--- src/rtl/rf_wb_sched_pkg.sv ---
// Shared constants, requester encoding and popcount helper for the RF writeback scheduler.
// Pure declarations: no latency, no flow control.
package rf_wb_sched_pkg;

  localparam int NUM_REGS = 8;
  localparam int REG_W    = 3;
  localparam int DATA_W   = 16;

  typedef enum logic {
    REQ_A = 1'b0,
    REQ_M = 1'b1
  } req_e;

  function automatic logic [REG_W:0] popcnt(input logic [NUM_REGS-1:0] v);
    logic [REG_W:0] c;
    c = '0;
    for (int i = 0; i < NUM_REGS; i++) begin
      c = c + (REG_W+1)'(v[i]);
    end
    return c;
  endfunction

endpackage

--- src/rtl/rf_wb_sched_if.sv ---
// Writeback requester handshakes (A, M) plus the registered RF write port.
// Valid/ready: requesters hold reg/data stable until ready; the write port has no backpressure.
interface rf_wb_sched_if;
  import rf_wb_sched_pkg::*;

  logic              a_valid;
  logic [REG_W-1:0]  a_reg;
  logic [DATA_W-1:0] a_data;
  logic              a_ready;

  logic              m_valid;
  logic [REG_W-1:0]  m_reg;
  logic [DATA_W-1:0] m_data;
  logic              m_ready;

  logic              writeEn;
  logic [REG_W-1:0]  writeRegSel;
  logic [DATA_W-1:0] writeData;

  modport master (
    output a_valid, a_reg, a_data, input a_ready,
    output m_valid, m_reg, m_data, input m_ready,
    input  writeEn, writeRegSel, writeData
  );

  modport slave (
    input  a_valid, a_reg, a_data, output a_ready,
    input  m_valid, m_reg, m_data, output m_ready,
    output writeEn, writeRegSel, writeData
  );

endinterface

--- src/rtl/rf_wb_sched_scoreboard.sv ---
// Per-register pending scoreboard: registered pending[]/pend_cnt, combinational hazards and error terms.
// Pending updates 1 cycle after issue/write; never stalls, only reports hazards to decode.
module rf_scoreboard
  import rf_wb_sched_pkg::*;
(
  input  logic             clk,
  input  logic             rst_n,
  input  logic             iss_valid,
  input  logic [REG_W-1:0] iss_reg,
  input  logic             writeEn,
  input  logic [REG_W-1:0] writeRegSel,
  input  logic [REG_W-1:0] read1RegSel,
  input  logic [REG_W-1:0] read2RegSel,
  output logic             hazard1,
  output logic             hazard2,
  output logic [REG_W:0]   pend_cnt,
  output logic             err_waw,
  output logic             err_nopend
);

  logic [NUM_REGS-1:0] pending;
  logic [NUM_REGS-1:0] pending_nxt;

  // A new allocation beats a same-cycle retire: the fresh producer is still outstanding.
  always_comb begin
    pending_nxt = pending;
    for (int r = 0; r < NUM_REGS; r++) begin
      if (iss_valid && iss_reg == REG_W'(r))
        pending_nxt[r] = 1'b1;
      else if (writeEn && writeRegSel == REG_W'(r))
        pending_nxt[r] = 1'b0;
    end
  end

  // Data being written this cycle reaches decode through the RF bypass.
  assign hazard1 = pending[read1RegSel] && !(writeEn && writeRegSel == read1RegSel);
  assign hazard2 = pending[read2RegSel] && !(writeEn && writeRegSel == read2RegSel);

  assign err_waw    = iss_valid && pending[iss_reg] && !(writeEn && writeRegSel == iss_reg);
  assign err_nopend = writeEn && !pending[writeRegSel];

  always_ff @(posedge clk or negedge rst_n) begin
    if (!rst_n) begin
      pending  <= '0;
      pend_cnt <= '0;
    end else begin
      pending  <= pending_nxt;
      pend_cnt <= popcnt(pending_nxt);
    end
  end

endmodule

--- src/rtl/rf_wb_sched.sv ---
// Round-robin writeback arbiter (A vs M) driving the registered RF write port, plus scoreboard and sticky err.
// Grant to writeEn is 1 cycle; losers are held off via ready until their turn.
module rf_wb_sched
  import rf_wb_sched_pkg::*;
(
  input  logic             clk,
  input  logic             rst_n,
  input  logic             iss_valid,
  input  logic [REG_W-1:0] iss_reg,
  rf_wb_sched_if.slave     wb,
  input  logic [REG_W-1:0] read1RegSel,
  input  logic [REG_W-1:0] read2RegSel,
  output logic             hazard1,
  output logic             hazard2,
  output logic [REG_W:0]   pend_cnt,
  output logic             err
);

  req_e rr_ptr;
  logic contend;
  logic gnt_a;
  logic gnt_m;
  logic err_waw;
  logic err_nopend;
  logic err_same;

  assign contend  = wb.a_valid && wb.m_valid;
  assign gnt_a    = wb.a_valid && (!wb.m_valid || rr_ptr == REQ_A);
  assign gnt_m    = wb.m_valid && (!wb.a_valid || rr_ptr == REQ_M);
  assign wb.a_ready = gnt_a;
  assign wb.m_ready = gnt_m;
  assign err_same = contend && (wb.a_reg == wb.m_reg);

  // Pointer only moves on contention, so an idle or solo requester cannot steal the other's turn.
  always_ff @(posedge clk or negedge rst_n) begin
    if (!rst_n) begin
      rr_ptr         <= REQ_A;
      wb.writeEn     <= 1'b0;
      wb.writeRegSel <= '0;
      wb.writeData   <= '0;
      err            <= 1'b0;
    end else begin
      if (contend)
        rr_ptr <= gnt_a ? REQ_M : REQ_A;
      wb.writeEn <= gnt_a || gnt_m;
      if (gnt_a) begin
        wb.writeRegSel <= wb.a_reg;
        wb.writeData   <= wb.a_data;
      end else if (gnt_m) begin
        wb.writeRegSel <= wb.m_reg;
        wb.writeData   <= wb.m_data;
      end
      err <= err || err_waw || err_nopend || err_same;
    end
  end

  rf_scoreboard u_sb (
    .clk         (clk),
    .rst_n       (rst_n),
    .iss_valid   (iss_valid),
    .iss_reg     (iss_reg),
    .writeEn     (wb.writeEn),
    .writeRegSel (wb.writeRegSel),
    .read1RegSel (read1RegSel),
    .read2RegSel (read2RegSel),
    .hazard1     (hazard1),
    .hazard2     (hazard2),
    .pend_cnt    (pend_cnt),
    .err_waw     (err_waw),
    .err_nopend  (err_nopend)
  );

endmodule

--- src/flat_wrapper.sv ---
// flat-port wrapper written by rule: the top's interface ports become plain ports
module rf_wb_sched_flat import rf_wb_sched_pkg::*;
  (clk, rst_n, iss_valid, iss_reg, read1RegSel, read2RegSel, hazard1, hazard2, pend_cnt, err, wb_a_valid, wb_a_reg, wb_a_data, wb_a_ready, wb_m_valid, wb_m_reg, wb_m_data, wb_m_ready, wb_writeEn, wb_writeRegSel, wb_writeData);
  rf_wb_sched_if wb_i ();
  input  logic clk;
  input  logic rst_n;
  input  logic iss_valid;
  input  logic [REG_W-1:0] iss_reg;
  input  logic [REG_W-1:0] read1RegSel;
  input  logic [REG_W-1:0] read2RegSel;
  output logic hazard1;
  output logic hazard2;
  output logic [REG_W:0] pend_cnt;
  output logic err;
  input wire logic [$bits(wb_i.a_valid)-1:0] wb_a_valid;
  input wire logic [$bits(wb_i.a_reg)-1:0] wb_a_reg;
  input wire logic [$bits(wb_i.a_data)-1:0] wb_a_data;
  output wire logic [$bits(wb_i.a_ready)-1:0] wb_a_ready;
  input wire logic [$bits(wb_i.m_valid)-1:0] wb_m_valid;
  input wire logic [$bits(wb_i.m_reg)-1:0] wb_m_reg;
  input wire logic [$bits(wb_i.m_data)-1:0] wb_m_data;
  output wire logic [$bits(wb_i.m_ready)-1:0] wb_m_ready;
  output wire logic [$bits(wb_i.writeEn)-1:0] wb_writeEn;
  output wire logic [$bits(wb_i.writeRegSel)-1:0] wb_writeRegSel;
  output wire logic [$bits(wb_i.writeData)-1:0] wb_writeData;
  assign wb_i.a_valid = wb_a_valid;
  assign wb_i.a_reg = wb_a_reg;
  assign wb_i.a_data = wb_a_data;
  assign wb_a_ready = wb_i.a_ready;
  assign wb_i.m_valid = wb_m_valid;
  assign wb_i.m_reg = wb_m_reg;
  assign wb_i.m_data = wb_m_data;
  assign wb_m_ready = wb_i.m_ready;
  assign wb_writeEn = wb_i.writeEn;
  assign wb_writeRegSel = wb_i.writeRegSel;
  assign wb_writeData = wb_i.writeData;
  rf_wb_sched u_core (.clk(clk), .rst_n(rst_n), .iss_valid(iss_valid), .iss_reg(iss_reg), .wb(wb_i), .read1RegSel(read1RegSel), .read2RegSel(read2RegSel), .hazard1(hazard1), .hazard2(hazard2), .pend_cnt(pend_cnt), .err(err));
endmodule
--- config.mk ---
export PLATFORM = sky130hd
export DESIGN_NAME = rf_wb_sched_flat
export DESIGN_NICKNAME = d
export VERILOG_FILES = /design/src/rtl/rf_wb_sched_pkg.sv /design/src/rtl/rf_wb_sched_if.sv /design/src/rtl/rf_wb_sched_scoreboard.sv /design/src/rtl/rf_wb_sched.sv /design/src/flat_wrapper.sv
export SDC_FILE = /design/constraint.sdc
export NUM_CORES = 1
export LEC_CHECK = 0
export ABC_CLOCK_PERIOD_IN_PS = 8200
export BUFFER_PORTS_ARGS = -buffer_cell sky130_fd_sc_hd__buf_2
export CAP_MARGIN = 20
export CORE_AREA = 8 8 93 95
export DETAILED_ROUTE_END_ITERATION = 6
export DIE_AREA = 0 0 101 103
export SLEW_MARGIN = 10
export SYNTH_ARGS = -nofsm -noshare
export SYNTH_HDL_FRONTEND = slang
export SYNTH_SLANG_ARGS = --single-unit
--- constraint.sdc ---
create_clock -name clk -period 8.2 [get_ports clk]
set_input_delay 1.64 -clock clk [delete_from_list [all_inputs] [get_ports clk]]
set_output_delay 1.64 -clock clk [all_outputs]
set_load 0.05 [all_outputs]
## Word level (Yosys, flattened, before mapping)

Cells that the tools add are included.

| word-level totals | value |
|---|---|
| bits in registers | 34 |
| bits in latches | 0 |
| RAM bits | 0 |
| memory bits (read-only) | 0 |
| input bits | 52 |
| output and inout bits | 29 |
| logic and storage cells | 109 |
| memories | 0 |

| operators by class | value |
|---|---|
| $add $sub $neg | 7 |
| multiply operators | 0 |
| divide/modulo/power cells | 0 |
| $lt $le $gt $ge | 4 |
| equal/unequal tests | 18 |
| shifts and indexed selects | 0 |
| multiplexer cells | 29 |
| bitwise gates (word level) | 1 |
| reductions and logical operators | 43 |

Operator list:

| operator | count |
|---|---|
| 2-to-1 mux 16 bit | 2 |
| logical AND 1 bit | 28 |
| equality test 3 bit (second input constant) | 8 |
| 2-to-1 mux 1 bit | 21 |
| adder 4 x 1 -> 4 bit | 4 |
| less-than comparator 3 x 4 -> 1 bit (second input constant) | 4 |
| binary-select mux 1 bit (select 3 bit) | 4 |
| equality test 3 x 2 -> 1 bit (second input constant) | 4 |
| equality test 3 bit | 4 |
| equality test 3 x 1 -> 1 bit (second input constant) | 2 |
| logical NOT 1 bit | 6 |
| logical NOT 3 bit | 2 |
| logical OR 1 bit | 6 |
| 2-to-1 mux 3 bit | 2 |
| adder 3 x 1 -> 4 bit | 1 |
| adder 2 x 1 -> 3 bit | 1 |
| adder 1 x 1 -> 2 bit | 1 |
| nonzero test 2 bit | 1 |
| inverter 1 bit | 1 |

## Longest topological paths before layout

Gate-level depths: netlist of run 1.

| logic depth | value |
|---|---|
| depth in word-level cells | 11 |
| mapped depth | 12 |
| gate-level depth less buffers | 11 |

## Cells and area by module

From an unflattened synthesis of run 1, not the netlist that was laid out.

| unflattened totals | value |
|---|---|
| cell total of the unflattened synthesis | 230 |
| area total of the unflattened synthesis | 2349.8 um^2 |

Modules (own cells, without submodules):

| module | instances | cells each | area each (um^2) |
|---|---|---|---|
| rf_wb_sched | 1 | 119 | 1247.4 |
| rf_scoreboard | 1 | 111 | 1102.3 |

## Worst setup path before layout of run 1

Ideal clock, no wire load.

| timing path | value |
|---|---|
| path kind | input to register |
| start point | input port iss_reg[2] |
| end point | register u_core.u_sb.pend_cnt[2] |
| setup time | 0.123 ns |
| arrival time | 4.456 ns |
| required time | 8.077 ns |
| slack | 3.621 ns |
| stages on the path | 12 |
| cell sequence | buf_2 nor2b_1 inv_1 a2bb2oi_1 fa_1 fa_1 fa_1 inv_1 ha_1 inv_1 fa_1 xnor2_1 |

| on the way | value |
|---|---|
| longest elaborated chain between the ends | 10 |

Ends and longest elaborated chain:

| what | RTL line | source |
|---|---|---|
| start: declaration | flat_wrapper.sv:8 | `input logic [REG_W-1:0] iss_reg;` |
| equality test 3 x 1 -> 1 bit / logical NOT 3 bit (equally long branches) | rf_wb_sched_scoreboard.sv:28 | `if (iss_valid && iss_reg == REG_W'(r))` |
| logical AND 1 bit | rf_wb_sched_scoreboard.sv:28 |  |
| 2-to-1 mux 1 bit | rf_wb_sched_scoreboard.sv:28 |  |
| adder 1 x 1 -> 2 bit | rf_wb_sched_pkg.sv:18 | `c = c + (REG_W+1)'(v[i]);` |
| adder 2 x 1 -> 3 bit | rf_wb_sched_pkg.sv:18 |  |
| adder 3 x 1 -> 4 bit | rf_wb_sched_pkg.sv:18 |  |
| adder 4 x 1 -> 4 bit (3 in a row) | rf_wb_sched_pkg.sv:18 |  |
| adder 4 x 1 -> 4 bit (*) | rf_wb_sched_pkg.sv:18 |  |
| end signal: assignment | rf_wb_sched_scoreboard.sv:48 | `pend_cnt <= popcnt(pending_nxt);` |
| end: declaration | rf_wb_sched_scoreboard.sv:16 | `output logic [REG_W:0] pend_cnt,` |

Every way passes the cells marked *; elsewhere a longest branch is shown, timed or not.
A chain may end at the register's enable or synchronous reset.

## Worst setup path in the final report of run 1

| timing path | value |
|---|---|
| start point | input port wb_a_valid |
| end point | output port wb_m_ready |

| on the way | value |
|---|---|
| longest elaborated chain between the ends | 3 |

Ends and longest elaborated chain:

| what | RTL line | source |
|---|---|---|
| start: declaration | flat_wrapper.sv:15 | `input wire logic [$bits(wb_i.a_valid)-1:0] wb_a_valid;` |
| logical NOT 1 bit | rf_wb_sched.sv:29 | `assign gnt_m = wb.m_valid && (!wb.a_valid \|\| rr_ptr == REQ_M);` |
| logical OR 1 bit | rf_wb_sched.sv:29 |  |
| logical AND 1 bit | rf_wb_sched.sv:29 |  |
| end: declaration | flat_wrapper.sv:22 | `output wire logic [$bits(wb_i.m_ready)-1:0] wb_m_ready;` |

No other way between the ends.

==> impl_results.md, run 1 <==
- Net count, final: 334
- DRC Markers: 0
- Synthesized flop and latch total: 34
- Max_cap viols: 0
- Pin count of the biggest net entering global routing: 35
- CTS Buf Count: 5
- Mapped Cells: 201
- Clk buf depth: 2
- Least-Margin Pin Slew: 0.7741 ns
- Most frequent cells in the layout: buf_2 (80), dfrtp_1 (34), inv_1 (29)
- Slew margin rel.: 0.4840
- Final core occ: 0.3741
- Fin crit period: 4.636 ns
- GP Congestion: 0.7972
- # diodes: 0
- Number of setup buffers added after CTS: 0
- Worst EP arrival: 3.00 ns
- Worst setup EP type: output pin
- Final setup fails: 0
- Setup TNS: 0 ns
- Vias in the first global route: 1933
- Area growth syn-to-layout: 27.63%
- First-pass GRT wire length: 9384 um
- Core ar.: 0.007137 mm2
- Placed cell count: 367
- Commonest non-fill, non-tap cell in the layout: buf_2
- Share of post-route cells with drive strength above 1: 0.3732
- Register area share after synthesis: 0.4067
- Syn Nets: 260
- Yosys warns: 0
- Floorplan row count: 31
- Final Cycle Share: 0.5654
- I/O Buffers: 80
- Synthesized cell area: 0.002092 mm2
- Post-DP HPWL: 4366 um
- DR vias/cell: 4.736
- CP startpoint kind: input port
- Die area: 0.01040 mm2
- Htree depth: 2
- Fmax: 0.2157 GHz
- Starting Density: 0.2931
- Wirelength per Cell: 15.18 um
- Iter 0 DRT Violations: 42
- CP max FO: 20
- WS Path Type: in -> out
- Die Y: 103 um
- Final Hold Vio Count: 0
- Initial antenna violation count: 0
- Cts repair resizes: 0
- Worst min path class: reg -> reg
- Final wirelength: 5692 um
- Post-Layout Cell Count: 375
- Crit path required time: 6.56 ns
- Clk_lat worst skew: 0.29 ns
- Clock sink count: 34
- Slew Viols, Final: 0
- Detail Route Antenna Nets: 0
- Area contributors post-synth: dfrtp_1 (41%), mux4_2 (8.6%), o22ai_1 (5.7%), inv_1 (5.2%), a21oi_1 (4.8%)
- GRT Overall Usage: 0.1139
- Clock root buffer: clkbuf_8
- Power per Cell Area: 368.6 mW/mm2
- VDD IR max: 121.6 uV
- Mean area per synthesized cell: 10.41 um2
- Top Ports: 81
- Post-CTS Hold Buffers: 0
- CTS tree: yes
- DP Area: 0.002532 mm2
- Yosys top cell by area: dfrtp_1
- Worst clock skew: 0.008391 ns
- Via count: 1776
- Outcome: finished clean
- First-pass DRT Iterations: 6
- Design area: 0.002670 mm2
- Count of cell types in the netlist: 37
- Pleak: 1.263 nW
- Hold slack: 0.5063 ns
- GRT overflow: 0
- Die width: 101 um
- RSZ-0062 raised after global routing: no
- Synth top area share: 0.4067
- Clock Pin Slew Worst Setup and Hold Paths: 0.08 ns
final cells by class:
cell class,count,area [um2]
clock inverters,3,68.82
inverters,30,112.6
repair buffers,80,400.4
clock buffers,5,68.82
flip-flops and latches,34,850.8
well taps,99,123.9
multi-input cells,124,1045
fillers,754,4467
worst max-delay path, cell delays in order:
cell	delay, ns
buf_2	0.16
nand2b_1	0.20
and2_1	0.60
buf_2	0.39
final timing paths:
check | slack (ns) | endpoint | cells past startpoint | from
max in group asynchronous | 6.28 | u_core.u_sb.pending[6]$_DFF_PN0_ | 1 | rst_n
worst min-delay path | 0.51 | u_core.rr_ptr$_DFFE_PN0P_ | 1 | u_core.rr_ptr$_DFFE_PN0P_
worst max-delay path | 3.56 | wb_m_ready | 4 | wb_a_valid
worst min register to register | 0.51 | u_core.rr_ptr$_DFFE_PN0P_ | 1 | u_core.rr_ptr$_DFFE_PN0P_
worst max register to register | 4.55 | u_core.u_sb.pend_cnt[2]$_DFF_PN0_ | 11 | u_core.wb.writeRegSel[2]$_DFFE_PN0P_
min in group asynchronous | 1.43 | u_core.wb.writeData[10]$_DFFE_PN0P_ | 1 | rst_n
cells by family after synthesis:
logic type | synth area share
muxes | 0.1274
buffers and inverters | 0.09390
xor gates and xnor gates | 0.05024
and+or+nand+nor | 0.06220
DFF | 0.4067
AOI/OAI and AO/OA | 0.2034
adders and majority gates | 0.05622
per-layer routing:
| layer | track usage | wire length (um) | share of wire |
|---|---|---|---|
| met4 | 0.04124 | 76 | 0.013 |
| met1 | 0.1423 | 2607 | 0.46 |
| met2 | 0.1839 | 2662 | 0.47 |
| met3 | 0.03174 | 345 | 0.061 |
| met5 | 0 | 0 | 0 |
synthesized netlist by cell type:
cell       instances
o2bb2ai_1          1
nand3_1            3
nand2_1            6
a41oi_1            1
o31ai_1            1
a21bo_2            1
inv_1             29
o41ai_1            5
fa_1               4
ha_1               3
a2bb2oi_1          1
o21a_1             2
buf_2             10
or2b_1             1
o22ai_1           19
dfrtp_1           34
nand2b_1           3
a32o_1             2
nor2b_1            4
mux4_2             8
and2b_2            1
clkinv_1           1
a21oi_1           20
o21ai_0            5
mux2i_1            3
a22o_1             2
buf_6              3
or2_1              1
o2111ai_1          1
nor2_1             2
or2_0              1
a32oi_1            2
and2_1             2
mux2_2             5
xor2_1             8
xnor2_1            4
a22oi_1            2
flip-flops by register name, summed over array words and instances (netlist names):
signal,cells
u_core.err,1
u_core.rr_ptr,1
u_core.u_sb.pend_cnt,4
u_core.u_sb.pending,8
u_core.wb.writeData,16
u_core.wb.writeEn,1
u_core.wb.writeRegSel,3
stage by stage:
step	power (W)	setup WS, ns
after floorplan	0.0006783	3.621
after global placement	0.0008021	3.458
after detailed placement	0.0008027	3.446
after CTS	0.001001	3.566
after global routing	0.001071	3.459
final	0.0009842	3.564
where the power goes:
group          switching (W)  internal [W]
logic               0.000310      0.000203
clock network      0.0000652      0.000122
registers          0.0000618      0.000223
No activity file was read; power rests on OpenSTA's default activity.
==> run 2, diff against run 1 <==
Settings changed: ABC_CLOCK_PERIOD_IN_PS 8200 to 4850.
Clock period 8.2 ns to 4.85 ns, I/O delays scaled along.
==> impl_results.md, run 2 (synthesized netlist as in run 1, its figures left out) <==
- Outcome: finished clean
- Post-CTS Hold Buffers: 0 (unchanged)
- Commonest non-fill, non-tap cell in the layout: buf_2
- Clk buf depth: 2 (unchanged)
- Crit path required time: 5.04 ns (-1.52 ns)
- First-pass GRT wire length: 9556 um (+1.8%)
- Most frequent cells in the layout: buf_2 (80), dfrtp_1 (34), inv_1 (29)
- Max_cap viols: 0 (unchanged)
- Final Hold Vio Count: 0 (unchanged)
- Wirelength per Cell: 15.78 um (+4.0%)
- Share of post-route cells with drive strength above 1: 0.3718 (-0.001347)
- Net count, final: 335 (+0.30%)
- Detail Route Antenna Nets: 0 (unchanged)
- Htree depth: 2 (unchanged)
- GRT Overall Usage: 0.1183 (+0.004353)
- # diodes: 0 (unchanged)
- Worst setup EP type: register
- Top Ports: 81 (unchanged)
- CP max FO: 7 (-65%)
- Slew Viols, Final: 0 (unchanged)
- Post-DP HPWL: 4608 um (+5.5%)
- Biggest regs: u_core.wb.writeData x16, u_core.u_sb.pending x8, u_core.u_sb.pend_cnt x4
- CTS tree: yes
- DR vias/cell: 4.729 (-0.15%)
- Die width: 101 um (unchanged)
- Final setup fails: 0 (unchanged)
- Initial antenna violation count: 0 (unchanged)
- GP Congestion: 0.8248 (+3.5%)
- Most flops, register: u_core.wb.writeData
- First-pass DRT Iterations: 6 (unchanged)
- VDD IR max: 214.1 uV (+76%)
- Clock root buffer: clkbuf_8
- Iter 0 DRT Violations: 32 (-24%)
- Worst clock skew: 0.002247 ns (-0.006143 ns)
- Fillers: 754 (unchanged)
- Clk_lat worst skew: 0.28 ns (about the same)
- Floorplan row count: 31 (unchanged)
- Pleak: 1.248 nW (-1.2%)
- Pin count of the biggest net entering global routing: 35 (unchanged)
- Power per Cell Area: 601.8 mW/mm2 (+63%)
- Slew margin rel.: 0.4909 (+0.006937)
- Clock Pin Slew Worst Setup and Hold Paths: 0.06 ns (-0.02 ns)
- I/O Buffers: 80 (unchanged)
- GRT overflow: 0 (unchanged)
- Via count: 1778 (+0.11%)
- Number of setup buffers added after CTS: 0 (unchanged)
- WS Path Type: in -> reg
- Cts repair resizes: 0 (unchanged)
- Final wirelength: 5935 um (+4.3%)
- Final Cycle Share: 0.7978
- Area growth syn-to-layout: 25.78%
- Core ar.: 0.007137 mm2 (unchanged)
- Die area: 0.01040 mm2 (unchanged)
- Max reg flops: 16 (unchanged)
- Total Power: 0.001584 W (+61%)
- Setup TNS: 0 ns (unchanged)
- Die Y: 103 um (unchanged)
- Least-Margin Pin Slew: 0.7636 ns (-0.01040 ns)
- DRC Markers: 0 (unchanged)
- Vias in the first global route: 1969 (+1.9%)
- CP startpoint kind: input port
- CTS Buf Count: 5 (unchanged)
- Fmax: 0.2584 GHz
- Fin crit period: 3.870 ns
- Worst EP arrival: 4.06 ns (+1.06 ns)
- Worst min path class: reg -> reg
- Clock sink count: 34 (unchanged)
- Starting Density: 0.2931 (unchanged)
- RSZ-0062 raised after global routing: no
-- run 2: cell types whose count changed in the layout (fill, tap and decap cells not counted) --
| cell | delta |
|---|---|
| buf_4 | +1 |
| bufinv_16 | -2 |
| clkbuf_1 | +1 |
| clkbuf_8 | +1 |
| clkinv_2 | +1 |
| clkinv_4 | -1 |
-- run 2: critical path, cell delays in order --
cell	delay [ns]
buf_2	0.14
nor2b_1	0.31
inv_1	0.12
a2bb2oi_1	0.17
fa_1	0.47
fa_1	0.52
fa_1	0.49
inv_1	0.08
ha_1	0.17
inv_1	0.06
fa_1	0.37
xnor2_1	0.19
-- run 2: worst paths after layout --
path | endpoint | startpoint | cells past startpoint | slack, ns
worst min register to register | u_core.rr_ptr$_DFFE_PN0P_ | u_core.rr_ptr$_DFFE_PN0P_ | 1 | 0.49
worst min-delay path | u_core.rr_ptr$_DFFE_PN0P_ | u_core.rr_ptr$_DFFE_PN0P_ | 1 | 0.49
worst max-delay path | u_core.u_sb.pend_cnt[2]$_DFF_PN0_ | iss_valid | 12 | 0.98
min in group asynchronous | u_core.u_sb.pend_cnt[3]$_DFF_PN0_ | rst_n | 1 | 0.76
worst max register to register | u_core.u_sb.pend_cnt[2]$_DFF_PN0_ | u_core.wb.writeRegSel[2]$_DFFE_PN0P_ | 11 | 1.19
max in group asynchronous | u_core.wb.writeRegSel[1]$_DFFE_PN0P_ | rst_n | 1 | 3.60
-- run 2: where the power goes --
part           total (W)  internal, W  leakage, nW  switching, W
combinational   0.000890     0.000346        0.810      0.000544
clock           0.000212     0.000114       0.0482     0.0000979
sequential      0.000481     0.000377        0.390      0.000104
total            0.00158     0.000837         1.25      0.000746
-- run 2: metal layers --
metal / up-vias / wire length [um] / track usage
met5: - / 0 / 0
met4: 0 / 94 / 0.05269
met3: 6 / 461 / 0.03646
met2: 66 / 2894 / 0.1966
met1: 839 / 2484 / 0.1376
li1: 867 / - / -
-- run 2: metrics by stage --
step / utilization / hold WS [ns] / cell area, um2 / setup slack (ns) / cells
after CTS: 0.3687 / 0.4886 / 2631 / 0.9867 / 376
after detailed placement: 0.3559 / 0.4757 / 2540 / 0.6827 / 368
after floorplan: - / 0.4552 / 2092 / 0.9411 / 201
after global placement: 0.3559 / 0.4724 / 2540 / 0.7876 / 368
final: 0.3687 / 0.4890 / 2631 / 0.9805 / 376
after global routing: 0.3687 / 0.5094 / 2631 / 0.7993 / 376
-- run 2: cell type report --
class / instances / area, um2 / area share
clock buffer: 7 / 86.33 / 0.03281
clock inverter: 1 / 5.005 / 0.001902
inverter: 30 / 112.6 / 0.04280
multi-input combinational: 124 / 1045 / 0.3971
sequential: 34 / 850.8 / 0.3233
tap: 99 / 123.9 / 0.04708
timing repair buffer: 81 / 407.9 / 0.1550
